$ cat src/rtl/rpn_lan_tx_framer.sv
// ============================================================================
// Module   : rpn_lan_tx_framer
// Brief    : Frames single-beat LAN control messages as a header beat plus a
//            payload beat, tracking a per-destination sequence number.
// Revision : 1.0
// ============================================================================
`default_nettype none

module rpn_lan_tx_framer #(
    parameter int AXIS_DATA_WIDTH      = 64,
    parameter int AXIS_KEEP_WIDTH      = AXIS_DATA_WIDTH / 8,
    parameter int AXIS_LAN_TDEST_WIDTH = 8,
    parameter int AXIS_LAN_TUSER_WIDTH = 8,
    parameter int NODE_ID_WIDTH        = 4,
    parameter int NUM_NODES            = 16,
    parameter int SEQ_NUM_WIDTH        = 16
) (
    input  logic                            i_clk,
    input  logic                            i_ap_rst_n,
    input  logic [NODE_ID_WIDTH-1:0]        i_local_node_id,
    input  logic                            i_seq_clear,

    input  logic                            from_finder_tvalid,
    output logic                            from_finder_tready,
    input  logic [AXIS_DATA_WIDTH-1:0]      from_finder_tdata,
    input  logic [AXIS_KEEP_WIDTH-1:0]      from_finder_tkeep,
    input  logic [AXIS_LAN_TDEST_WIDTH-1:0] from_finder_tid,
    input  logic [AXIS_LAN_TDEST_WIDTH-1:0] from_finder_tdest,
    input  logic [AXIS_LAN_TUSER_WIDTH-1:0] from_finder_tuser,
    input  logic                            from_finder_tlast,

    output logic                            to_LAN_TX_tvalid,
    input  logic                            to_LAN_TX_tready,
    output logic [AXIS_DATA_WIDTH-1:0]      to_LAN_TX_tdata,
    output logic [AXIS_KEEP_WIDTH-1:0]      to_LAN_TX_tkeep,
    output logic [AXIS_LAN_TDEST_WIDTH-1:0] to_LAN_TX_tid,
    output logic [AXIS_LAN_TDEST_WIDTH-1:0] to_LAN_TX_tdest,
    output logic [AXIS_LAN_TUSER_WIDTH-1:0] to_LAN_TX_tuser,
    output logic                            to_LAN_TX_tlast,

    output logic [15:0]                     o_drop_count
);

    typedef enum logic [1:0] {
        S_IDLE         = 2'd0,
        S_SEND_HDR     = 2'd1,
        S_SEND_PAYLOAD = 2'd2
    } state_t;

    state_t                          r_state;
    state_t                          w_state_nxt;

    logic [AXIS_DATA_WIDTH-1:0]      r_data;
    logic [AXIS_KEEP_WIDTH-1:0]      r_keep;
    logic [AXIS_LAN_TDEST_WIDTH-1:0] r_id;
    logic [AXIS_LAN_TDEST_WIDTH-1:0] r_dest;
    logic [NODE_ID_WIDTH-1:0]        r_node;
    logic [SEQ_NUM_WIDTH-1:0]        r_seq_cap;
    logic [15:0]                     r_drop_count;

    logic                            w_accept;
    logic                            w_in_range;
    logic                            w_pay_hs;
    logic [NODE_ID_WIDTH-1:0]        w_node;
    logic [SEQ_NUM_WIDTH-1:0]        w_seq_at;
    logic [SEQ_NUM_WIDTH-1:0]        w_seq_vec [NUM_NODES];
    logic [AXIS_DATA_WIDTH-1:0]      w_hdr;
    logic [AXIS_LAN_TUSER_WIDTH-1:0] w_user;

    // Range check uses the whole TUSER so that upper bits mark an invalid node.
    assign w_node     = from_finder_tuser[NODE_ID_WIDTH-1:0];
    assign w_in_range = (32'(from_finder_tuser) < NUM_NODES);
    assign w_accept   = from_finder_tvalid && (r_state == S_IDLE);
    assign w_pay_hs   = (r_state == S_SEND_PAYLOAD) && to_LAN_TX_tready;
    assign w_seq_at   = w_in_range ? w_seq_vec[w_node] : '0;

    // One counter per destination; a clear pulse beats a concurrent increment.
    for (genvar g = 0; g < NUM_NODES; g++) begin : g_seq
        logic [SEQ_NUM_WIDTH-1:0] r_cnt;

        always_ff @(posedge i_clk or negedge i_ap_rst_n) begin
            if (!i_ap_rst_n) begin
                r_cnt <= '0;
            end else if (i_seq_clear) begin
                r_cnt <= '0;
            end else if (w_pay_hs && (r_node == NODE_ID_WIDTH'(g))) begin
                r_cnt <= r_cnt + 1'b1;
            end
        end

        assign w_seq_vec[g] = r_cnt;
    end

    always_ff @(posedge i_clk or negedge i_ap_rst_n) begin
        if (!i_ap_rst_n) begin
            r_state      <= S_IDLE;
            r_data       <= '0;
            r_keep       <= '0;
            r_id         <= '0;
            r_dest       <= '0;
            r_node       <= '0;
            r_seq_cap    <= '0;
            r_drop_count <= '0;
        end else begin
            r_state <= w_state_nxt;
            if (w_accept) begin
                r_data    <= from_finder_tdata;
                r_keep    <= from_finder_tkeep;
                r_id      <= from_finder_tid;
                r_dest    <= from_finder_tdest;
                r_node    <= w_node;
                r_seq_cap <= w_seq_at;
                if (!w_in_range && (r_drop_count != 16'hFFFF)) begin
                    r_drop_count <= r_drop_count + 16'd1;
                end
            end
        end
    end

    always_comb begin
        w_state_nxt = r_state;
        case (r_state)
            S_IDLE: begin
                if (w_accept && w_in_range) begin
                    w_state_nxt = S_SEND_HDR;
                end
            end
            S_SEND_HDR: begin
                if (to_LAN_TX_tready) begin
                    w_state_nxt = S_SEND_PAYLOAD;
                end
            end
            S_SEND_PAYLOAD: begin
                if (to_LAN_TX_tready) begin
                    w_state_nxt = S_IDLE;
                end
            end
            default: w_state_nxt = S_IDLE;
        endcase
    end

    always_comb begin
        w_hdr        = '0;
        w_hdr[7:0]   = 8'(r_node);
        w_hdr[15:8]  = 8'(i_local_node_id);
        w_hdr[31:16] = 16'(r_seq_cap);
        w_hdr[39:32] = 8'(r_dest);
        w_hdr[47:40] = 8'(r_id);

        w_user                      = '0;
        w_user[NODE_ID_WIDTH-1:0]   = r_node;
    end

    // Outputs depend only on state and captured fields, never on tready.
    always_comb begin
        from_finder_tready = (r_state == S_IDLE);
        to_LAN_TX_tvalid   = 1'b0;
        to_LAN_TX_tdata    = '0;
        to_LAN_TX_tkeep    = '0;
        to_LAN_TX_tid      = '0;
        to_LAN_TX_tdest    = '0;
        to_LAN_TX_tuser    = '0;
        to_LAN_TX_tlast    = 1'b0;
        case (r_state)
            S_SEND_HDR: begin
                to_LAN_TX_tvalid = 1'b1;
                to_LAN_TX_tdata  = w_hdr;
                to_LAN_TX_tkeep  = '1;
                to_LAN_TX_tid    = r_id;
                to_LAN_TX_tdest  = r_dest;
                to_LAN_TX_tuser  = w_user;
            end
            S_SEND_PAYLOAD: begin
                to_LAN_TX_tvalid = 1'b1;
                to_LAN_TX_tdata  = r_data;
                to_LAN_TX_tkeep  = r_keep;
                to_LAN_TX_tid    = r_id;
                to_LAN_TX_tdest  = r_dest;
                to_LAN_TX_tuser  = w_user;
                to_LAN_TX_tlast  = 1'b1;
            end
            default: ;
        endcase
    end

    assign o_drop_count = r_drop_count;

    logic w_unused;
    assign w_unused = from_finder_tlast;

endmodule

`default_nettype wire

$ cat config.mk
export PLATFORM = sky130hd
export DESIGN_NAME = rpn_lan_tx_framer
export DESIGN_NICKNAME = d
export VERILOG_FILES = /design/src/rtl/rpn_lan_tx_framer.sv
export SDC_FILE = /design/constraint.sdc
export NUM_CORES = 1
export LEC_CHECK = 0
export BUFFER_PORTS_ARGS = -buffer_cell sky130_fd_sc_hd__clkbuf_2
export CAP_MARGIN = 15
export CELL_PAD_IN_SITES_DETAIL_PLACEMENT = 0
export CELL_PAD_IN_SITES_GLOBAL_PLACEMENT = 1
export CORE_ASPECT_RATIO = 2
export CORE_MARGIN = 10
export CORE_UTILIZATION = 30
export CTS_CLUSTER_SIZE = 20
export DETAILED_ROUTE_END_ITERATION = 7
export PLACE_DENSITY_LB_ADDON = 0.1
export SYNTH_ARGS = -nofsm -noshare
export SYNTH_HDL_FRONTEND = slang
export SYNTH_SLANG_ARGS = --single-unit
$ cat constraint.sdc
create_clock -name i_clk -period 2.85 [get_ports i_clk]
set_clock_uncertainty 0.15 [all_clocks]
set_input_delay 0.57 -clock i_clk [delete_from_list [all_inputs] [get_ports i_clk]]
set_output_delay 0.57 -clock i_clk [all_outputs]
set_load 0.01 [all_outputs]
==> results.sh <==
export IMPL_critical_path_cell_chain="inv_2 -> ha_4 -> and2_4 -> clkbuf_16 -> a22o_1 -> clkbuf_2"
export IMPL_synth_warning_count=0
export IMPL_final_period_utilization_pct=98.3
export IMPL_floorplan_io_pins=221
export IMPL_vias_per_instance=5.35
export IMPL_timing_hold_ws_ns=0.0512
export IMPL_timing_worst_slew_pin_value_ns=1.02
export IMPL_tns_ns=0
export IMPL_final_slew_viol_count=0
export IMPL_latest_clock_arrival_within_the_worst_skew_pair_ns=0.57
export IMPL_wirelength_um=78600
export IMPL_hold_path_class="primary input to flip-flop"
export IMPL_design_core_area_um2=69600
export IMPL_detailedPlacementHpwl_um=57700
export IMPL_timing_fmax_mhz=357
export IMPL_grt_pass1_vias=18700
export IMPL_final_setup_viol_count=0
export IMPL_dieArea_um2=81500
export IMPL_maxSlewHeadroom_pct=32.0
export IMPL_synth_largest_area_cell="sky130_fd_sc_hd__dfrtp_1"
export IMPL_gp_congestion=0.830
export IMPL_clock_tree_from_tritoncts="built"
export IMPL_endpoint_kind="output pin"
export IMPL_synth_enable_flop_cells=0
export IMPL_dr_first_iter_drc_count=1033
export IMPL_fillerInstances=7181
export IMPL_finalWorstPathRequiredPeriod_ns=2.80
export IMPL_synth_top_area_share_pct=45.6
export IMPL_post_synth_num_cell_types=44
export IMPL_grt_first_pass_wirelength_um=119000
export IMPL_final_layout_size_suffix_gt1_share_pct=17.6
export IMPL_cp_data_required_time_ns=2.13
export IMPL_data_arrival_time_of_the_critical_path_ns=2.08
export IMPL_area_sequential_um2=9560
export IMPL_route_detailed_wl_per_inst_um=23.0
export IMPL_drv_cap=0
export IMPL_initial_utilization_pct=30.1
export IMPL_leakagePower_nw=10.9
export IMPL_top_cells_by_area_in_the_synthesized_netlist="sky130_fd_sc_hd__dfrtp_1 46%, sky130_fd_sc_hd__nand2_1 7.2%, sky130_fd_sc_hd__mux4_2 3.4%"
export IMPL_crit_family="buffers and inverters"
export IMPL_netlist_instances=2272
export IMPL_setup_repair_after_global_routing_missed_its_margin="yes"
export IMPL_worst_path_buf_inv=3
export IMPL_ctsHtreeMaxLevel=2
export IMPL_dieWidth_um=207
export IMPL_vdd_ir_drop_max_mv=0.428
export IMPL_layout_setup_ws_ns=0.0473
export IMPL_synthArstFlopShare_pct=100
export IMPL_io_buffer_count=215
export IMPL_cts_root_buf="sky130_fd_sc_hd__clkbuf_16"
export IMPL_flip_flop_and_latch_count_after_synthesis=382
export IMPL_start_kind="flip-flop"
export IMPL_layout_common_cells="403 x sky130_fd_sc_hd__nand2_1, 382 x sky130_fd_sc_hd__dfrtp_1, 177 x sky130_fd_sc_hd__clkbuf_2"
export IMPL_design_power_total_mw=16.0
export IMPL_grt_max_degree=133
export IMPL_timing_critical_path_slowest_cell_delay_ns=0.43
export IMPL_syn_area_per_cell_um2=9.22
export IMPL_dr_total_vias=18300
export IMPL_area_growth_syn_to_layout_pct=20.3
export IMPL_number_of_antenna_violations_at_the_first_check_in_global_routing=0
export IMPL_detail_route_drc_violations=0
export IMPL_cts_buffers=40
export IMPL_fp_dieH_um=394
export IMPL_grt_overflow_total=0
export IMPL_cts_buffer_depth=3
export IMPL_ant_nets=0
export IMPL_clock_sink_count=382
export IMPL_layout_commonest_cell="sky130_fd_sc_hd__nand2_1"
export IMPL_multi_input_comb_area_um2=10700
export IMPL_num_antenna_cells=0
export IMPL_crit_path_max_fanout=12
export IMPL_seq_area_frac_synth_pct=45.6
export IMPL_outcome="finished clean"
export IMPL_worst_setup_hold_path_clk_slew_ns=0.06
export IMPL_crit_path_top_delay_cell="sky130_fd_sc_hd__dfrtp_1"
export IMPL_synthFlopType="sky130_fd_sc_hd__dfrtp_1"
export IMPL_finalNetCount=2609
export IMPL_powerDensity_nw_per_um2=633
export IMPL_placement_rows=137
export IMPL_synthesis_area_um2=21000
export IMPL_track_usage_pct=18.9
export IMPL_initial_drt_pass_iterations=5
export IMPL_dp_slack_ns=0.0736
export IMPL_worstSetupPathType="flip-flop to output pin"
export IMPL_hold_viol_final=0
-- logic make-up (layout without fill, tap and decap cells) --
family / after synthesis / after routing / synth area share [%]
AO/OA/AOI/OAI: 373 / 373 / 11.3
buffers and inverters: 193 / 430 / 3.60
adder cells (fa/ha/maj): 21 / 21 / 1.25
flip-flops: 382 / 382 / 45.6
AND/OR/NAND/NOR: 1071 / 1071 / 25.8
multiplexers: 120 / 120 / 7.74
other: 1 / 4 / 0.0179
XOR/XNOR: 111 / 111 / 4.64
-- through the flow --
stage | util (%) | std cells | instance area (um2)
4_1_cts | 36.1 | 3412 | 25100
5_1_grt | 36.2 | 3415 | 25200
3_3_place_gp | 33.8 | 3334 | 23500
2_1_floorplan | - | 2275 | 21000
6_report | 36.2 | 3415 | 25200
3_5_place_dp | 33.8 | 3334 | 23500
-- path summary, 6_finish.rpt --
path / startpoint / to / slack (ns) / cells past startpoint
max: r_state[1] / to_LAN_TX_tdata[31] / 0.05 / 6
min: from_finder_tdata[59] / r_data[59] / 0.05 / 3
max reg2reg: r_state[0] / g_seq[12].r_cnt[13] / 0.14 / 7
min reg2reg: r_data[51] / r_data[51] / 0.32 / 2
max in group asynchronous: i_ap_rst_n / g_seq[2].r_cnt[10] / 1.32 / 3
min in group asynchronous: i_ap_rst_n / o_drop_count[14] / 0.38 / 2
-- per-layer routing --
| metal | vias up | GRT usage [%] | wire length, um |
|---|---|---|---|
| li1 | 8599 | - | - |
| met1 | 9145 | 20.7 | 29300 |
| met2 | 432 | 35.9 | 43100 |
| met3 | 90 | 2.37 | 3750 |
| met4 | 0 | 6.34 | 2460 |
| met5 | - | 0 | 0 |
-- power breakdown --
part	leakage, nW	switching [mW]	internal [mW]
combinational	4.98	2.23	1.32
clock	0.708	2.42	3.49
sequential	5.17	0.480	6.02
-- synthesized netlist by cell type (17+ instances only) --
library cell               instances
sky130_fd_sc_hd__and4_1           31
sky130_fd_sc_hd__nor3_1           20
sky130_fd_sc_hd__and2_1           60
sky130_fd_sc_hd__a22o_1           40
sky130_fd_sc_hd__nand3_1         118
sky130_fd_sc_hd__o21ai_0          60
sky130_fd_sc_hd__ha_1             21
sky130_fd_sc_hd__xnor2_1          58
sky130_fd_sc_hd__a21oi_1         143
sky130_fd_sc_hd__xor2_1           53
sky130_fd_sc_hd__nor4_1           40
sky130_fd_sc_hd__mux4_2           32
sky130_fd_sc_hd__or4_1            80
sky130_fd_sc_hd__a22oi_1          33
sky130_fd_sc_hd__inv_1            47
sky130_fd_sc_hd__o31ai_1          71
sky130_fd_sc_hd__nand2_1         404
sky130_fd_sc_hd__clkbuf_1        115
sky130_fd_sc_hd__mux2_2           17
sky130_fd_sc_hd__nand4_1          59
sky130_fd_sc_hd__nor2b_1          18
sky130_fd_sc_hd__dfrtp_1         382
sky130_fd_sc_hd__mux2i_1          71
sky130_fd_sc_hd__nor2_1          133
sky130_fd_sc_hd__or3_1            66
-- tightest hold or removal path: stages --
cell	delay, ns
sky130_fd_sc_hd__clkbuf_2	0.07
sky130_fd_sc_hd__nand2_1	0.04
sky130_fd_sc_hd__nand2_1	0.04
-- sequential cells by signal, summed over array words and instances (netlist names) --
register,cells
r_id,8
o_drop_count,16
r_keep,8
r_node,4
r_state,2
r_data,64
r_dest,8
r_seq_cap,16
g_seq.r_cnt,256
-- area by class of cell --
type                            instances  share of cell area (%)
Timing Repair Buffer                  311                    8.77
Sequential cell                       382                    37.9
Tap cell                              903                    4.48
Clock buffer                           54                    4.58
Inverter                               47                   0.700
Clock inverter                         18                    1.09
Multi-Input combinational cell       1700                    42.5
-- repair_timing --
item,4_1_cts,5_1_grt
hold buffers,1,0
endpoints found under the setup margin,72,46
resized for setup,12,52
pin swaps,2,2
buffers inserted,2,1
gates cloned,3,1
hold endpoints to repair,48,0
Power figures use the tool's default switching activity.
